## src/rtl/blink_controller.sv

```systemverilog
// Blink sequencer: alternates a latched pattern (d0) with a blank (d1) through a
// downstream 2:1 mux for a programmable number of on/off cycles, then pulses done.
module blink_controller #(
    parameter int           N           = 7,
    parameter int           HALF_PERIOD = 25_000_000,
    parameter logic [N-1:0] BLANK       = {N{1'b1}}
) (
    input  logic         clock,
    input  logic         reset,
    input  logic         start,
    input  logic         stop,
    input  logic [N-1:0] pattern,
    input  logic [3:0]   blinks,
    output logic [N-1:0] d0,
    output logic [N-1:0] d1,
    output logic         sel,
    output logic         busy,
    output logic         done
);

    localparam int CW = $clog2(HALF_PERIOD);
    localparam logic [CW-1:0] LAST = CW'(HALF_PERIOD - 1);

    localparam logic [1:0] IDLE = 2'd0;
    localparam logic [1:0] ON   = 2'd1;
    localparam logic [1:0] OFF  = 2'd2;
    localparam logic [1:0] DONE = 2'd3;

    logic [1:0]    state, state_n;
    logic [CW-1:0] cnt, cnt_n;
    logic [3:0]    rem, rem_n;
    logic [N-1:0]  d0_n;

    assign d1 = BLANK;

    // NOTE: every variable gets a default before the case, otherwise a branch that
    // leaves it unassigned infers a latch.
    always_comb begin
        state_n = state;
        cnt_n   = cnt;
        rem_n   = rem;
        d0_n    = d0;
        case (state)
            IDLE: begin
                if (start) begin
                    d0_n    = pattern;
                    rem_n   = blinks;
                    cnt_n   = '0;
                    state_n = (blinks != 4'd0) ? ON : DONE;
                end
            end
            ON: begin
                if (stop) begin
                    state_n = IDLE;
                    cnt_n   = '0;
                end else if (cnt == LAST) begin
                    cnt_n   = '0;
                    state_n = OFF;
                end else begin
                    cnt_n = cnt + 1'b1;
                end
            end
            OFF: begin
                if (stop) begin
                    state_n = IDLE;
                    cnt_n   = '0;
                end else if (cnt == LAST) begin
                    // rem is the count before this blink finishes, so 1 means last blink
                    cnt_n   = '0;
                    rem_n   = rem - 4'd1;
                    state_n = (rem == 4'd1) ? DONE : ON;
                end else begin
                    cnt_n = cnt + 1'b1;
                end
            end
            default: state_n = IDLE;
        endcase
    end

    // Outputs are registered from the next state so they are glitch-free and
    // line up exactly with the state they describe.
    // NOTE: sequential state uses non-blocking assignments so all registers
    // update together from pre-edge values.
    always_ff @(posedge clock or posedge reset) begin
        if (reset) begin
            state <= IDLE;
            cnt   <= '0;
            rem   <= '0;
            d0    <= '0;
            sel   <= 1'b1;
            busy  <= 1'b0;
            done  <= 1'b0;
        end else begin
            state <= state_n;
            cnt   <= cnt_n;
            rem   <= rem_n;
            d0    <= d0_n;
            sel   <= (state_n != ON);
            busy  <= (state_n == ON) || (state_n == OFF);
            done  <= (state_n == DONE);
        end
    end

endmodule

```

## config.mk

```make
export PLATFORM = sky130hd
export DESIGN_NAME = blink_controller
export DESIGN_NICKNAME = d
export VERILOG_FILES = /design/src/rtl/blink_controller.sv
export SDC_FILE = /design/constraint.sdc
export NUM_CORES = 1
export LEC_CHECK = 0
export CAP_MARGIN = 15
export CORE_UTILIZATION = 58
export CTS_CLUSTER_SIZE = 12
export DETAILED_ROUTE_END_ITERATION = 16
export PLACE_DENSITY = 0.86
export SETUP_SLACK_MARGIN = 0.05
export SYNTH_ARGS = -nofsm -noshare
export SYNTH_HDL_FRONTEND = slang
export SYNTH_SLANG_ARGS = --single-unit
```

## constraint.sdc

```tcl
create_clock -name clock -period 5.5 [get_ports clock]
set_input_delay 1.1 -clock clock [delete_from_list [all_inputs] [get_ports clock]]
set_output_delay 1.1 -clock clock [all_outputs]
set_load 0.03 [all_outputs]
```

==> results.md <==
- Final Hold Vio Count: 0
- Post-route ant nets: 0
- Worst setup margin: 2.53 ns
- Multi-input gate area: 0.00107 mm2
- FF-to-FF Start: cnt[0]
- Clock skew: 0.00982 ns
- Setup TNS Final: 0 ns
- Drt initial violations: 67
- DRC Markers: 0
- Port bufs: 24
- GRT Resource Usage Total: 22.5%
- Core area: 0.00347 mm2
- Tot Pwr: 0.967 mW
- Clock slew at the register clock pins of the worst setup and hold paths: 0.09 ns
- Drt total wl: 4060 um
- Least-Margin Pin Slew: 0.705 ns
- Startpoint Class: input port
- Rows: 21
- Final HPWL DP: 2800 um
- Root buf cell: clkbuf_8
- CTS resizes: 0
- Main synth FF type: dfrtp_1
- Mapped Cells: 227
- Status: complete, no violations
- DIE WIDTH: 63.5 um
- Fmax: 337 MHz
- Worst Hold Class: reg2reg
- Total number of vias: 1613
- Io pins: 32
- Sequential fraction of the synthesis area: 46.8%
- TritonCTS Buffers: 5
- Syn Area/Cell: 9.68 um2
- CTS max path bufs: 2
- Die extent in y: 63.5 um
- Sink Count: 41
- Placed Cells: 292
- WS Path Type: in2reg
- Slew margin rel.: 52.6%
- Seq cells post-synth: 41
- Post-CTS Setup Bufs: 0
- Final net count: 275
- Pre-CTS WS: 2.28 ns
- Routed vias/inst: 5.38
- Yosys warnings: 0
- Post-layout min period: 2.97 ns
- Reg2reg path depth: 7
- Crit Path Max Fanout: 7
- TritonCTS clock tree: done
- GP Congestion: 0.796
- WHS Path Cells: 2
- Worst path required time: 5.67 ns
- CTS hold repair buffers: 0
- Unrepaired setup endpoints after global routing: false
- R2r setup slk: 3.05 ns
- Endpoints failing setup: 0
- Grt ovf: 0
- Initial Util: 63.3%
- Area Growth Syn to Fin: 16.6%
- Slew Viols, Final: 0
- Final Cycle Share: 54.0%
- Netlist Area Pre-Place: 0.00220 mm2
- Asr flop ratio synth: 100%
- WL/cell: 13.5 um
- Finished Core Util: 73.8%
- First-pass GRT wire length: 6990 um
- Clock Latency Late Sink: 0.30 ns
- Worst EP arrival: 3.13 ns
- Synth unique cells: 40
- Storage cell area: 0.00103 mm2
- H-tree depth: 2
- Largest net degree at the start of global routing: 42
- Diode count: 0
- Initial antenna violation count: 0
- Pwr dens: 378 mW/mm2
- Hold EP: cnt[1]
- Max_cap viols: 0
- HP Start: cnt[1]
- Post-synth EDFFs: 0
- RR Endpoint: cnt[13]
- DIE AREA: 0.00404 mm2
- Layout cells sized above 1: 10.2%
- Pre-Repair DR Iteration Count: 5
- Max IR drop VDD: 0.000259 V
- Vias in the first global route: 1569
- Non-Filler Instances: 300
- Final-layout fill cell count: 256
- Critical Path End Type: flip-flop
- Leakage: 1.13 nW
-- cell usage in the layout, fill, tap and decap left out, drive strengths merged, types with 8 or more instances in the layout --
cell type	Yosys	final
nand2	19	19
inv	11	11
xor2	18	18
nand3	11	11
o21ai	8	8
clkdlybuf4s50	0	24
nor2	36	36
dfrtp	40	40
-- synth_stat cells (2+ instances only) --
cell type | count | share of area (%)
a21oi_1 | 4 | 0.91
a31oi_1 | 2 | 0.57
and2_1 | 3 | 0.85
and3_1 | 6 | 1.7
and4_1 | 2 | 0.80
buf_4 | 9 | 3.1
clkbuf_1 | 3 | 0.51
dfrtp_1 | 40 | 46
ha_1 | 7 | 4.0
inv_1 | 11 | 1.9
mux2_2 | 7 | 3.6
nand2_1 | 19 | 3.2
nand2b_1 | 2 | 0.57
nand3_1 | 11 | 2.5
nand4_1 | 7 | 2.0
nor2_1 | 35 | 6.0
nor3_1 | 4 | 0.91
nor3b_1 | 2 | 0.68
nor4_1 | 3 | 0.85
o21ai_0 | 7 | 1.6
o22a_2 | 2 | 0.91
or2_1 | 2 | 0.57
xnor2_1 | 5 | 2.0
xor2_1 | 18 | 7.2
-- worst max-delay path by stage --
stage / start / end / cells after the start
final: start / cnt[24] / 7
after global routing: start / cnt[24] / 7
after CTS: start / cnt[24] / 7
after detailed placement: start / cnt[24] / 7
after global placement: start / cnt[24] / 7
after floorplan: start / cnt[24] / 6
-- final cells by class --
type / count / share of cell area (%)
Sequential cell: 41 / 40.1
Inverter: 11 / 1.61
Clock inverter: 3 / 1.81
Timing Repair Buffer: 25 / 9.67
Clock buffer: 5 / 2.69
Multi-Input combinational cell: 169 / 41.9
Tap cell: 46 / 2.25
-- cell families (layout without fill, tap and decap cells) --
kind of cell               Yosys count  in the layout  synth area share, %
adders and majority gates            7              7                 3.99
muxes                                8              8                 4.04
buffers and inverters               23             44                 5.47
other                                1              7                0.171
xor gates and xnor gates            23             23                 9.17
and+or+nand+nor                    103            103                 23.7
AOI/OAI and AO/OA                   21             21                 6.66
DFF                                 41             41                 46.8
-- critical path, cell delays in order --
cell	delay (ns)
clkdlybuf4s50_1	0.55
nand2b_1	0.21
nand2_1	0.19
nor4_2	0.64
nand4_1	0.21
xor2_1	0.18
nor2_1	0.06
-- stage by stage --
stage / instance area (um2) / hold WS (ns)
2_1_floorplan: 2220 / 0.457
3_3_place_gp: 2450 / 0.485
3_5_place_dp: 2450 / 0.492
4_1_cts: 2560 / 0.512
5_1_grt: 2560 / 0.521
6_report: 2560 / 0.513
-- routing by layer --
metal | wire [um] | share of wire (%) | up-vias | global-route usage (%)
met5 | 0 | 0 | - | 0
met4 | 56 | 1.4 | 0 | 10.2
met3 | 143 | 3.5 | 6 | 4.89
met2 | 1880 | 46 | 32 | 34.4
met1 | 1980 | 49 | 766 | 30.3
li1 | - | - | 809 | -
-- where the power goes --
group / total (mW) / internal, mW / switching (mW) / leakage (nW)
Sequential: 0.386 / 0.353 / 0.0330 / 0.541
Combinational: 0.333 / 0.140 / 0.193 / 0.531
Clock: 0.248 / 0.136 / 0.112 / 0.0543
Total: 0.967 / 0.629 / 0.338 / 1.13
-- registers in the layout, indices dropped and copies added (netlist names) --
| name | count |
|---|---|
| state | 2 |
| cnt | 25 |
| d0 | 7 |
| done | 1 |
| sel | 1 |
| rem | 4 |
| busy | 1 |
(Power assumes the default switching activity.)
